`src/rtl/datamemory_arbiter.sv`:
```
// Round-robin arbiter and sequencer sharing the single-ported datamemory between
// the CPU load/store port (A) and the loader port (B); one access per three cycles.
module datamemory_arbiter #(
  parameter int DEPTH = 64
) (
  input  logic        clk,
  input  logic        rst_n,
  input  logic        ReqA,
  input  logic        ReqB,
  input  logic [1:0]  ReadA,
  input  logic [1:0]  ReadB,
  input  logic [5:0]  WriteA,
  input  logic [5:0]  WriteB,
  input  logic [31:0] AddrA,
  input  logic [31:0] AddrB,
  input  logic [31:0] WDataA,
  input  logic [31:0] WDataB,
  output logic        AckA,
  output logic        AckB,
  output logic        ErrA,
  output logic        ErrB,
  output logic [31:0] RDataA,
  output logic [31:0] RDataB,
  output logic [31:0] MemAddress,
  output logic [31:0] MemWriteData,
  output logic [1:0]  MemRead,
  output logic [5:0]  MemWrite,
  input  logic [31:0] MemReadData
);

  typedef enum logic [1:0] {
    IDLE   = 2'd0,
    ACCESS = 2'd1,
    RESP   = 2'd2
  } state_t;

  localparam logic [31:0] DEPTH_W = 32'(DEPTH);
  localparam logic        PORT_A  = 1'b0;
  localparam logic        PORT_B  = 1'b1;

  // A command is rejected unless it is exactly one legal read or one legal store in range.
  function automatic logic cmd_error(input logic [1:0] rd, input logic [5:0] wr,
                                     input logic [31:0] addr);
    logic wr_legal;
    wr_legal = (wr == 6'd0) || (wr == 6'd40) || (wr == 6'd41) || (wr == 6'd43);
    return ((rd != 2'd0) && (wr != 6'd0)) || ((rd == 2'd0) && (wr == 6'd0)) ||
           !wr_legal || (addr >= DEPTH_W);
  endfunction

  state_t      state_q;
  logic        last_q;
  logic        cmd_port_q;
  logic        ack_a_q;
  logic        ack_b_q;
  logic        err_a_q;
  logic        err_b_q;
  logic [31:0] rdata_a_q;
  logic [31:0] rdata_b_q;
  // The memory-facing half of the command register doubles as the strobe outputs.
  logic [31:0] mem_addr_q;
  logic [31:0] mem_wdata_q;
  logic [1:0]  mem_read_q;
  logic [5:0]  mem_write_q;

  logic        cmd_port_d;
  logic [1:0]  cmd_read_d;
  logic [5:0]  cmd_write_d;
  logic [31:0] cmd_addr_d;
  logic [31:0] cmd_wdata_d;
  logic        cmd_err_d;

  // Winner selection: on a tie the port not granted last time wins.
  always_comb begin
    cmd_port_d = ReqB && (!ReqA || (last_q == PORT_A));
    if (cmd_port_d == PORT_B) begin
      cmd_read_d  = ReadB;
      cmd_write_d = WriteB;
      cmd_addr_d  = AddrB;
      cmd_wdata_d = WDataB;
    end else begin
      cmd_read_d  = ReadA;
      cmd_write_d = WriteA;
      cmd_addr_d  = AddrA;
      cmd_wdata_d = WDataA;
    end
    cmd_err_d = cmd_error(cmd_read_d, cmd_write_d, cmd_addr_d);
  end

  // Sequencer FSM with all outputs registered; strobes default to zero every cycle.
  always_ff @(posedge clk) begin
    if (!rst_n) begin
      state_q     <= IDLE;
      last_q      <= PORT_B;
      cmd_port_q  <= PORT_A;
      ack_a_q     <= 1'b0;
      ack_b_q     <= 1'b0;
      err_a_q     <= 1'b0;
      err_b_q     <= 1'b0;
      rdata_a_q   <= 32'd0;
      rdata_b_q   <= 32'd0;
      mem_addr_q  <= 32'd0;
      mem_wdata_q <= 32'd0;
      mem_read_q  <= 2'd0;
      mem_write_q <= 6'd0;
    end else begin
      ack_a_q     <= 1'b0;
      ack_b_q     <= 1'b0;
      err_a_q     <= 1'b0;
      err_b_q     <= 1'b0;
      mem_addr_q  <= 32'd0;
      mem_wdata_q <= 32'd0;
      mem_read_q  <= 2'd0;
      mem_write_q <= 6'd0;
      case (state_q)
        IDLE: begin
          if (ReqA || ReqB) begin
            cmd_port_q <= cmd_port_d;
            if (cmd_err_d) begin
              ack_a_q <= (cmd_port_d == PORT_A);
              ack_b_q <= (cmd_port_d == PORT_B);
              err_a_q <= (cmd_port_d == PORT_A);
              err_b_q <= (cmd_port_d == PORT_B);
              state_q <= RESP;
            end else begin
              mem_addr_q  <= cmd_addr_d;
              mem_wdata_q <= cmd_wdata_d;
              mem_read_q  <= cmd_read_d;
              mem_write_q <= cmd_write_d;
              state_q     <= ACCESS;
            end
          end else begin
            state_q <= IDLE;
          end
        end
        ACCESS: begin
          if (mem_read_q != 2'd0) begin
            if (cmd_port_q == PORT_B) begin
              rdata_b_q <= MemReadData;
            end else begin
              rdata_a_q <= MemReadData;
            end
          end
          ack_a_q <= (cmd_port_q == PORT_A);
          ack_b_q <= (cmd_port_q == PORT_B);
          state_q <= RESP;
        end
        RESP: begin
          last_q  <= cmd_port_q;
          state_q <= IDLE;
        end
        default: begin
          state_q <= IDLE;
        end
      endcase
    end
  end

  assign AckA         = ack_a_q;
  assign AckB         = ack_b_q;
  assign ErrA         = err_a_q;
  assign ErrB         = err_b_q;
  assign RDataA       = rdata_a_q;
  assign RDataB       = rdata_b_q;
  assign MemAddress   = mem_addr_q;
  assign MemWriteData = mem_wdata_q;
  assign MemRead      = mem_read_q;
  assign MemWrite     = mem_write_q;

endmodule
```
`config.mk`:
```
export PLATFORM = sky130hd
export DESIGN_NAME = datamemory_arbiter
export DESIGN_NICKNAME = d
export VERILOG_FILES = /design/src/rtl/datamemory_arbiter.sv
export SDC_FILE = /design/constraint.sdc
export NUM_CORES = 1
export LEC_CHECK = 0
export CORE_MARGIN = 3
export CORE_UTILIZATION = 37
export CTS_CLUSTER_SIZE = 14
export DETAILED_ROUTE_END_ITERATION = 10
export PLACE_DENSITY = 0.88
export SLEW_MARGIN = 15
export SYNTH_ARGS = -nofsm -noshare
export SYNTH_HDL_FRONTEND = slang
export SYNTH_SLANG_ARGS = --single-unit
```
`constraint.sdc`:
```
create_clock -name clk -period 2.15 [get_ports clk]
set_input_delay 0.5375 -clock clk [delete_from_list [all_inputs] [get_ports clk]]
set_output_delay 0.5375 -clock clk [all_outputs]
set_load 0.01 [all_outputs]
```
# After elaboration in Yosys (flattened, before gate mapping)

Cells that the tools add are included.

Muxes and demuxes: 13
Reductions and logical operators: 24
Shifts and indexed selects: 0
Eq/ne operators: 5
Multiply operators: 0
$lt $le $gt $ge: 1
Bitwise gates (word level): 6
$add $sub $neg: 0
Divide/modulo/power cells: 0

Operators by type and width:

| cell                                                                    | count |
|---|---|
| 32-bit two-way mux                                                      | 2 |
| 32-bit by 7-bit >= comparator with 1-bit output (second input constant) | 1 |
| 6-bit == test (second input constant)                                   | 3 |
| 1-bit logical OR                                                        | 8 |
| 6-bit logical NOT                                                       | 1 |
| 2-bit two-way mux                                                       | 3 |
| 6-bit two-way mux                                                       | 1 |
| 1-bit inverter                                                          | 6 |
| 3-bit AND reduction                                                     | 2 |
| 6-bit nonzero test                                                      | 1 |
| 2-bit logical NOT                                                       | 2 |
| 1-bit two-way mux                                                       | 4 |
| 1-bit one-hot mux with 2 select lines                                   | 2 |
| 2-bit one-hot mux with 2 select lines                                   | 1 |
| 2-bit AND reduction                                                     | 2 |
| 2-bit nonzero test                                                      | 2 |
| 4-bit OR reduction                                                      | 1 |
| 1-bit logical AND                                                       | 3 |
| 2-bit by 1-bit == test with 1-bit output (second input constant)        | 1 |
| 2-bit == test (second input constant)                                   | 1 |
| 1-bit logical NOT                                                       | 2 |

Bits in read-only memories: 0
RAM bits: 0
Input port bits: 180
Register bits after elaboration: 144
Latch bits: 0
Memories kept: 0

# Logic depth before layout (Yosys ltp)

Gate-level depths: netlist of run 1.

Depth in word-level cells: 14
Gate-level depth with buffers: 7
Gate-level depth less buffers: 5

# Worst setup path after synthesis of run 1

Ideal clock, no wire load.

Path kind: input port to flip-flop
From: input port WriteB[0]
To: register mem_write_q[3] (netlist: MemWrite[3])
Setup time: 66 ps
Slack: 425 ps
Stages on the path: 6
Data required time: 2,084 ps
Arrival: 1,659 ps
Path through: or3_1 -> o211ai_2 -> o21a_4 -> nand4_4 -> buf_6 -> a21oi_2

Word-level cells in the longest chain between the ends: 9
Elaborated cells between the ends (all ways): 16
Those cells by class: eq/ne (3); mux (1); reduce/logical (12)

Ends and longest elaborated chain:

| element                                                   | line   | text |
|---|---|---|
| start: declaration                                        | 13     | `input logic [5:0] WriteB,` |
| 6-bit two-way mux *                                       | 75     | `if (cmd_port_d == PORT_B) begin` |
| 6-bit == test / 6-bit logical NOT (equally long branches) | 45, 46 |  |
| 1-bit logical OR (3 in series)                            | 45     | `wr_legal = (wr == 6'd0) \|\| (wr == 6'd40) \|\| (wr == 6'd41) \|\| (wr == 6'd43);` |
| 1-bit logical NOT                                         | 47     | `!wr_legal \|\| (addr >= DEPTH_W);` |
| 1-bit logical OR *                                        | 46     | `return ((rd != 2'd0) && (wr != 6'd0)) \|\| ((rd == 2'd0) && (wr == 6'd0)) \|\|` |
| 1-bit logical OR *                                        | 47     |  |
| 4-bit OR reduction (no line) *                            | n/a    |  |
| end signal: assignment                                    | 128    | `mem_write_q <= cmd_write_d;` |
| end: declaration                                          | 63     | `logic [5:0] mem_write_q;` |

Mark *: on every way between the ends. The rest lies on a longest branch, timed or not.
A chain may end at the register's enable or synchronous reset.

# Worst setup path in the final report of run 1

From: input port WriteB[4]
To: register ack_a_q (netlist: AckA)

Word-level cells in the longest chain between the ends: 11
Elaborated cells between the ends (all ways): 18
Those cells by class: eq/ne (3); mux (4); reduce/logical (11)

Ends and longest elaborated chain:

| element                                                   | line   | text |
|---|---|---|
| 6-bit two-way mux *                                       | 75     |  |
| 6-bit == test / 6-bit logical NOT (equally long branches) | 45, 46 |  |
| 1-bit logical OR (3 in series)                            | 45     |  |
| 1-bit logical NOT                                         | 47     |  |
| 1-bit logical OR *                                        | 46     |  |
| 1-bit logical OR *                                        | 47     |  |
| 1-bit two-way mux *                                       | 118    | `if (cmd_err_d) begin` |
| 1-bit two-way mux *                                       | 116    | `if (ReqA \|\| ReqB) begin` |
| 1-bit one-hot mux with 2 select lines *                   | 114    | `case (state_q)` |
| end signal: assignment                                    | 119    | `ack_a_q <= (cmd_port_d == PORT_A);` |
| end signal: assignment                                    | 143    | `ack_a_q <= (cmd_port_q == PORT_A);` |
| end: declaration                                          | 53     | `logic ack_a_q;` |

Marked as above.

==> results.md, run 1 <==
* Run status: finished, final reports clean
* TritonCTS clock tree: done
* Number of nets in the finished design at 1,100
* Total DRC errors in the routed layout at 0
* Filler instances at 1,011
* Port Buffer Count at 319
* Antenna violations before repair at 0
* Clk sink count at 144
* Transition time at the pin with the least slew margin at 551 ps
* Layout Skew at 14.8 ps
* Max Freq at 499 MHz
* Clock latency on the worst-skew pair at 410 ps
* Post-Layout Cell Count at 1,110
* Number of setup violations in the final report at 0
* Number of buffers inserted by post-CTS setup repair at 0
* Cell with the largest stage delay on the worst path: clkdlybuf4s50_1
* Total via count in the routed design at 5,161
* Starting Density at 38.3%
* TritonRoute pass-1 iters at 4
* Cell mode on critical path: buf_4
* Total power divided by cell area at 672 nW/um^2
* Die ar. at 15,300 um^2
* Number of synthesis warnings at 0
* Worst slew slack as a fraction of its limit at 63.2%
* Number of global-route vias before repair at 5,281
* Buffer type at the clock tree root: clkbuf_16
* Static Leak at 0.00343 uW
* Min Tclk post-route at 2000 ps
* Class of the worst hold path: flip-flop to flip-flop
* Post-placement cell count at 1,077
* Number of endpoints with negative hold slack in the final report at 0
* Maximum fanout encountered on the critical timing path at 3
* Number of synthesized flops with an enable pin at 0
* Max-cap violations at 0
* Number of cell rows at 42
* Share of layout cells above drive strength 1 at 11.3%
* Distinct cell type count of the synthesized netlist at 37
* Number of I/O pins at 320
* Aggregate routed wire length at 18,500 um
* H-tree level count at 4
* Global placer's final weighted congestion at 0.854
* Count of pins over their slew limit at 0
* Die Span X at 124 um
* Critical path buffers and inverters at 3
* Sum of overflow across all layers after global routing at 0
* Ys flop type: dfxtp_1
* First-pass GRT wire length at 27,500 um
* CTS resizes at 0
* Family with the most delay on the worst path: buffers and inverters
* Layout area overhead at 81.2%
* Antenna Nets Post-Route at 0
* Post-synthesis average cell area at 9.10 um^2
* Largest incremental delay on the critical path at 450 ps
* Worst Setup Start Kind: primary input
* Hold bufs inserted after CTS at 0
* Average routed wire per standard cell at 16.6 um
* Share of flip-flops with an asynchronous set or reset at 0%
* Mapped Area at 5130 um^2
* Core area at 13,400 um^2
* Unrepaired setup endpoints after global routing: no
* Num CTS Buffers at 17
* Clock-pin slew of the registers on the worst-case setup and hold paths at 50 ps
* Global router's overall resource usage at 23.9%
* Post-route setup slack at 148 ps
* Sequential-to-total area share from yosys stat at 56.1%
* Synth Register Bits at 144
* VDD IR max at 0.465 mV
* Startpoint-to-endpoint class of the critical path: primary input to flip-flop
* Leading cell type in the layout, fill and taps excluded: clkdlybuf4s50_1
* Leading cell types in the layout, fill and taps excluded: clkdlybuf4s50_1, nand2_1, dfxtp_1
* Violation count after the first detailed-route iteration at 283
* Data arrival time of the critical path at 2300 ps
* Final HPWL from detailed placement at 14,100 um
* Worst slack at placement at -268 ps
* Cells after synthesis at 564
* Util after Layout at 69.4%
* Vertical extent of the die at 124 um
* Data required time of the worst path at 2450 ps
* Number of vias per cell after detailed routing at 4.65
* Deepest clock path buffer count at 2
* Final period util at 93.1%
* Largest net degree at the start of global routing at 67
* Cell breakdown of the critical path: clkdlybuf4s50_1 > nor4_1 > buf_4 > nand4_1 > o22ai_2 > buf_4 > nand3_1 > a31o_2
* Worst Setup End Kind: flip-flop
-- final timing paths --
kind,startpoint,cells after the start,slack [ps],endpoint
worst max-delay path,WriteB[4],8,150,AckA$_SDFF_PN0_
worst min-delay path,RDataB[25]$_SDFFE_PN0P_,2,450,RDataB[25]$_SDFFE_PN0P_
worst max register to register,last_q$_SDFFE_PN1N_,6,470,AckA$_SDFF_PN0_
worst min register to register,RDataB[25]$_SDFFE_PN0P_,2,450,RDataB[25]$_SDFFE_PN0P_
-- worst register-to-register path: cells and delay by family (launching register included) --
kind | cells | cell delay [ps]
compound gates | 3 | 770
buf+inv | 1 | 160
simple gates | 2 | 230
flops | 1 | 410
-- report_power, final --
group          leakage, uW  internal [uW]  switching [uW]
clock network     0.000273           1740            1120
registers          0.00117           2710            17.5
logic              0.00199            425             234
total              0.00343           4870            1370
-- cells in the mapped netlist, drive strengths merged (2+ instances only) --
cell / count / area share (%)
a21boi: 65 / 9.6
a21oi: 44 / 7.1
a31o: 2 / 0.34
and2: 2 / 0.24
and3: 2 / 0.24
buf: 11 / 1.6
clkbuf: 24 / 1.8
dfxtp: 144 / 56
inv: 3 / 0.22
nand2: 221 / 16
nand2b: 2 / 0.24
nand4: 3 / 0.66
nor2: 5 / 0.37
nor2b: 4 / 0.49
nor4: 15 / 1.8
o2111ai: 2 / 0.34
o21a: 2 / 0.44
-- metal layers --
metal  track usage (%)  vias to the layer above  share of wire [%]
li1                  -                     2535                  -
met3              10.0                       26                9.9
met1              24.7                     2378                 36
met2              42.9                      222                 52
met5                 0                        -                  0
met4              8.86                        0                2.2
-- flip-flops by register name, indices dropped and copies added, names as in the netlist --
name and flops:
AckA 1, ErrA 1, ErrB 1, state_q 2, AckB 1, cmd_port_q 1, MemWrite 6, RDataB 32
MemRead 2, MemAddress 32, RDataA 32, MemWriteData 32, last_q 1
-- area by class of cell --
class	instances	area, um^2	area share (%)
repair buffers	345	3430	36.8
diodes	1	2.50	0.0269
well taps	176	220	2.37
inverters	3	11.3	0.121
flip-flops and latches	144	2880	31.0
clock inverters	12	135	1.45
multi-input cells	409	2180	23.4
clock buffers	20	447	4.80
-- stage by stage --
step | area, um^2 | setup TNS (ps) | total power, uW | hold WS [ps]
2_1_floorplan | 5240 | 0 | 2960 | 479
3_3_place_gp | 8720 | -8350 | 3430 | 440
3_5_place_dp | 8720 | -9430 | 3430 | 445
4_1_cts | 9300 | 0 | 6310 | 452
5_1_grt | 9300 | 0 | 6470 | 475
6_report | 9300 | 0 | 6250 | 450
-- kinds of logic (layout without fill, tap and decap cells) --
family	Yosys count	in the layout	synth area share, %
buffers and inverters	38	380	3.58
muxes	1	1	0.195
DFF	144	144	56.1
and+or+nand+nor	258	258	20.9
AOI/OAI and AO/OA	122	122	19.1
other	1	29	0.0730
(Power assumes the default switching activity.)
==> run 2, diff against run 1 <==
- GPL_TIMING_DRIVEN: unset -> 0
==> run 2 against run 1 <==
  * Power rose by 5.7%
  * Clock skew fell by 2.2 ps
  * Highest routed layer unchanged
  * Register-to-register slack got worse by 160 ps
  * Sequential cell count did not move
  * Sequential share of layout area fell by 0.11 points
  * Combinational power fell by 2%
  * Via count rose by 1.4%
  * Non-clock buffer count rose by 9
  * Global-route usage rose by 0.50 points
  * Wire length rose by 1.9%
  * Largest power group unchanged
==> results.md, run 2 (synthesis gave the netlist of run 1 again) <==
* Min Tclk post-route at 2100 ps (+96.2 ps)
* TritonRoute pass-1 iters at 5 (+1)
* Worst Setup Start Kind: primary input
* Met2 Usage GRT at 45.3% (+2.4 points)
* Reg2reg start: state_q[0]$_SDFF_PN0_
* VDD IR max at 0.500 mV (+7.5%)
* Total power of the final layout at 6600 uW (+5.7%)
* Maximum fanout encountered on the critical timing path at 10 (+7)
* Number of cells traversed by the worst hold path at 2 (unchanged)
* Combinational group share of total power at 9.8% (-0.7 points)
* Startpoint-to-endpoint class of the critical path: primary input to flip-flop
* Switching Fraction at 22.7% (+0.73 points)
* Max-cap violations at 0 (unchanged)
* Part of the power in the clock network at 49.0% (+3.1 points)
* Final period util at 97.6% (+4.5 points)
* Total negative setup slack at 0 ps (unchanged)
* Post-placement cell area at 8650 um^2 (-0.80%)
* Number of endpoints with negative hold slack in the final report at 0 (unchanged)
* Global placer's final weighted congestion at 0.876 (+2.5%)
* Average routed wire per standard cell at 16.8 um (+1.1%)
* Reg2Reg Capture Point: RDataB[12]$_SDFFE_PN0P_
* Met1 track utilization from global routing at 25.1% (+0.34 points)
* Number of nets in the finished design at 1,109 (+0.82%)
* H-tree level count at 4 (unchanged)
* Static Leak at 0.00344 uW (+0.17%)
* Data required time of the worst path at 2500 ps (+50 ps)
* First-pass GRT wire length at 27,900 um (+1.5%)
* Die ar. at 15,300 um^2 (unchanged)
* Number of antenna cells inserted at 0 (-1)
* Clock latency on the worst-skew pair at 420 ps (about the same)
* Layout Skew at 12.5 ps (-2.22 ps)
* Starting Density at 38.3% (unchanged)
* Leading cell type in the layout, fill and taps excluded: clkdlybuf4s50_1
* Worst hold path startpoint: RDataB[30]$_SDFFE_PN0P_
* Number of global-route vias before repair at 5,247 (-0.64%)
* Data arrival time of the critical path at 2450 ps (+150 ps)
* Total DRC errors in the routed layout at 0 (unchanged)
* Number of I/O pins at 320 (unchanged)
* Largest incremental delay on the critical path at 460 ps (about the same)
* Violation count after the first detailed-route iteration at 275 (-2.8%)
* Sum of overflow across all layers after global routing at 0 (unchanged)
* Internal power of the cells at 5100 uW (+4.7%)
* Top Usage Layer GRT: met2
* Class of the worst hold path: flip-flop to flip-flop
* TritonCTS clock tree: done
* Switching power of the nets at 1500 uW (+9.2%)
* Cell with the largest stage delay on the worst path: clkdlybuf4s50_1
* Leading cell types in the layout, fill and taps excluded: clkdlybuf4s50_1, nand2_1, dfxtp_1
* Buffer type at the clock tree root: clkbuf_16
* Total via count in the routed design at 5,233 (+1.4%)
* Run status: finished, final reports clean
* Hold bufs inserted after CTS at 0 (unchanged)
* Count of pins over their slew limit at 0 (unchanged)
* Number of cell rows at 42 (unchanged)
* Number of setup violations in the final report at 0 (unchanged)
* Layout area overhead at 81.8%
* Final HPWL from detailed placement at 14,700 um (+3.9%)
* Vertical extent of the die at 124 um (unchanged)
* Max Freq at 477 MHz (-4.6%)
* Share of layout cells above drive strength 1 at 10.5% (-0.74 points)
* Total power divided by cell area at 707 nW/um^2 (+5.3%)
* Worst Setup End Kind: flip-flop
* Aggregate routed wire length at 18,800 um (+1.9%)
* Deepest clock path buffer count at 2 (unchanged)
* Global router's overall resource usage at 24.4% (+0.50 points)
* Cell breakdown of the critical path: clkdlybuf4s50_1 > nor4_2 > nand4_1 > o22ai_4 > nand4_4 > buf_8 > a21oi_2
* Met3 routing resource usage after global routing at 8.99% (-1.0 points)
* Reg power frac at 41.2% (-2.4 points)
* Worst hold endpoint: RDataB[30]$_SDFFE_PN0P_
* Port Buffer Count at 319 (unchanged)
* Num CTS Buffers at 17 (unchanged)
* Cell count of the worst reg-to-reg path at 6 (unchanged)
* Die Span X at 124 um (unchanged)
* Antenna Nets Post-Route at 0 (unchanged)
* Minimum setup slack among reg-to-reg paths at 310 ps (-160 ps)
* Clk sink count at 144 (unchanged)
* Final Cell Area at 9340 um^2 (+0.36%)
* Clock-pin slew of the registers on the worst-case setup and hold paths at 60 ps (about the same)
* Largest net degree at the start of global routing at 17 (-75%)
* Core area at 13,400 um^2 (unchanged)
* Antenna violations before repair at 0 (unchanged)
* Unrepaired setup endpoints after global routing: no
* Number of vias per cell after detailed routing at 4.68 (+0.67%)
## run 2: worst max path at each step
stage | startpoint | to | cells past startpoint
finish | WriteB[4] | MemAddress[0]$_SDFF_PP0_ | 7
global route | ReqB | MemAddress[0]$_SDFF_PP0_ | 8
CTS | rst_n | MemAddress[0]$_SDFF_PP0_ | 7
detailed placement | WriteB[4] | MemAddress[0]$_SDFF_PP0_ | 7
global placement | WriteB[4] | MemAddress[0]$_SDFF_PP0_ | 7
floorplan | WriteB[0] | MemWrite[3]$_SDFF_PP0_ | 6
## run 2: cell type report
| cell class | count | area, um^2 |
|---|---|---|
| plain buffers | 35 | 181 |
| clock buffers | 17 | 425 |
| clock inverters | 15 | 221 |
| fillers | 1003 | 4060 |
| inverters | 3 | 11.3 |
| multi-input cells | 409 | 2200 |
| flip-flops and latches | 144 | 2880 |
| well taps | 176 | 220 |
| repair buffers | 319 | 3190 |
## run 2: power groups by stage
stage               logic [uW]  registers, uW  clock network, uW
CTS                        644           2720               3270
finish                     649           2720               3230
global route               696           2720               3380
global placement           631           2780                  0
floorplan                  161           2790                  0
detailed placement         637           2780                  0
## run 2: metal layers
| metal | vias to the layer above | wire, um |
|---|---|---|
| li1 | 2562 | - |
| met5 | - | 0 |
| met3 | 28 | 1770 |
| met1 | 2411 | 6560 |
| met4 | 0 | 374 |
| met2 | 232 | 10100 |
## run 2: through the flow
stage                     hold WS (ps)  instances  util [%]  setup slack, ps
after floorplan                    479        591         -              425
after global routing               474       1118      69.7             5.36
after global placement             440       1086      64.5             -474
final                              457       1118      69.7             51.7
after CTS                          457       1118      69.4             22.6
after detailed placement           448       1086      64.5             -460
## run 2: worst max-delay path, delay by kind of cell
kind / cells / cell delay, ps
compound gates: 2 / 370
buf+inv: 2 / 690
simple gates: 3 / 830
## run 2: timing repair
item	CTS	global route
setup buffers	0	0
pin swaps	0	1
gates resized for setup	1	15
endpoints found under the setup margin	12	40
hold endpoints to repair	0	0
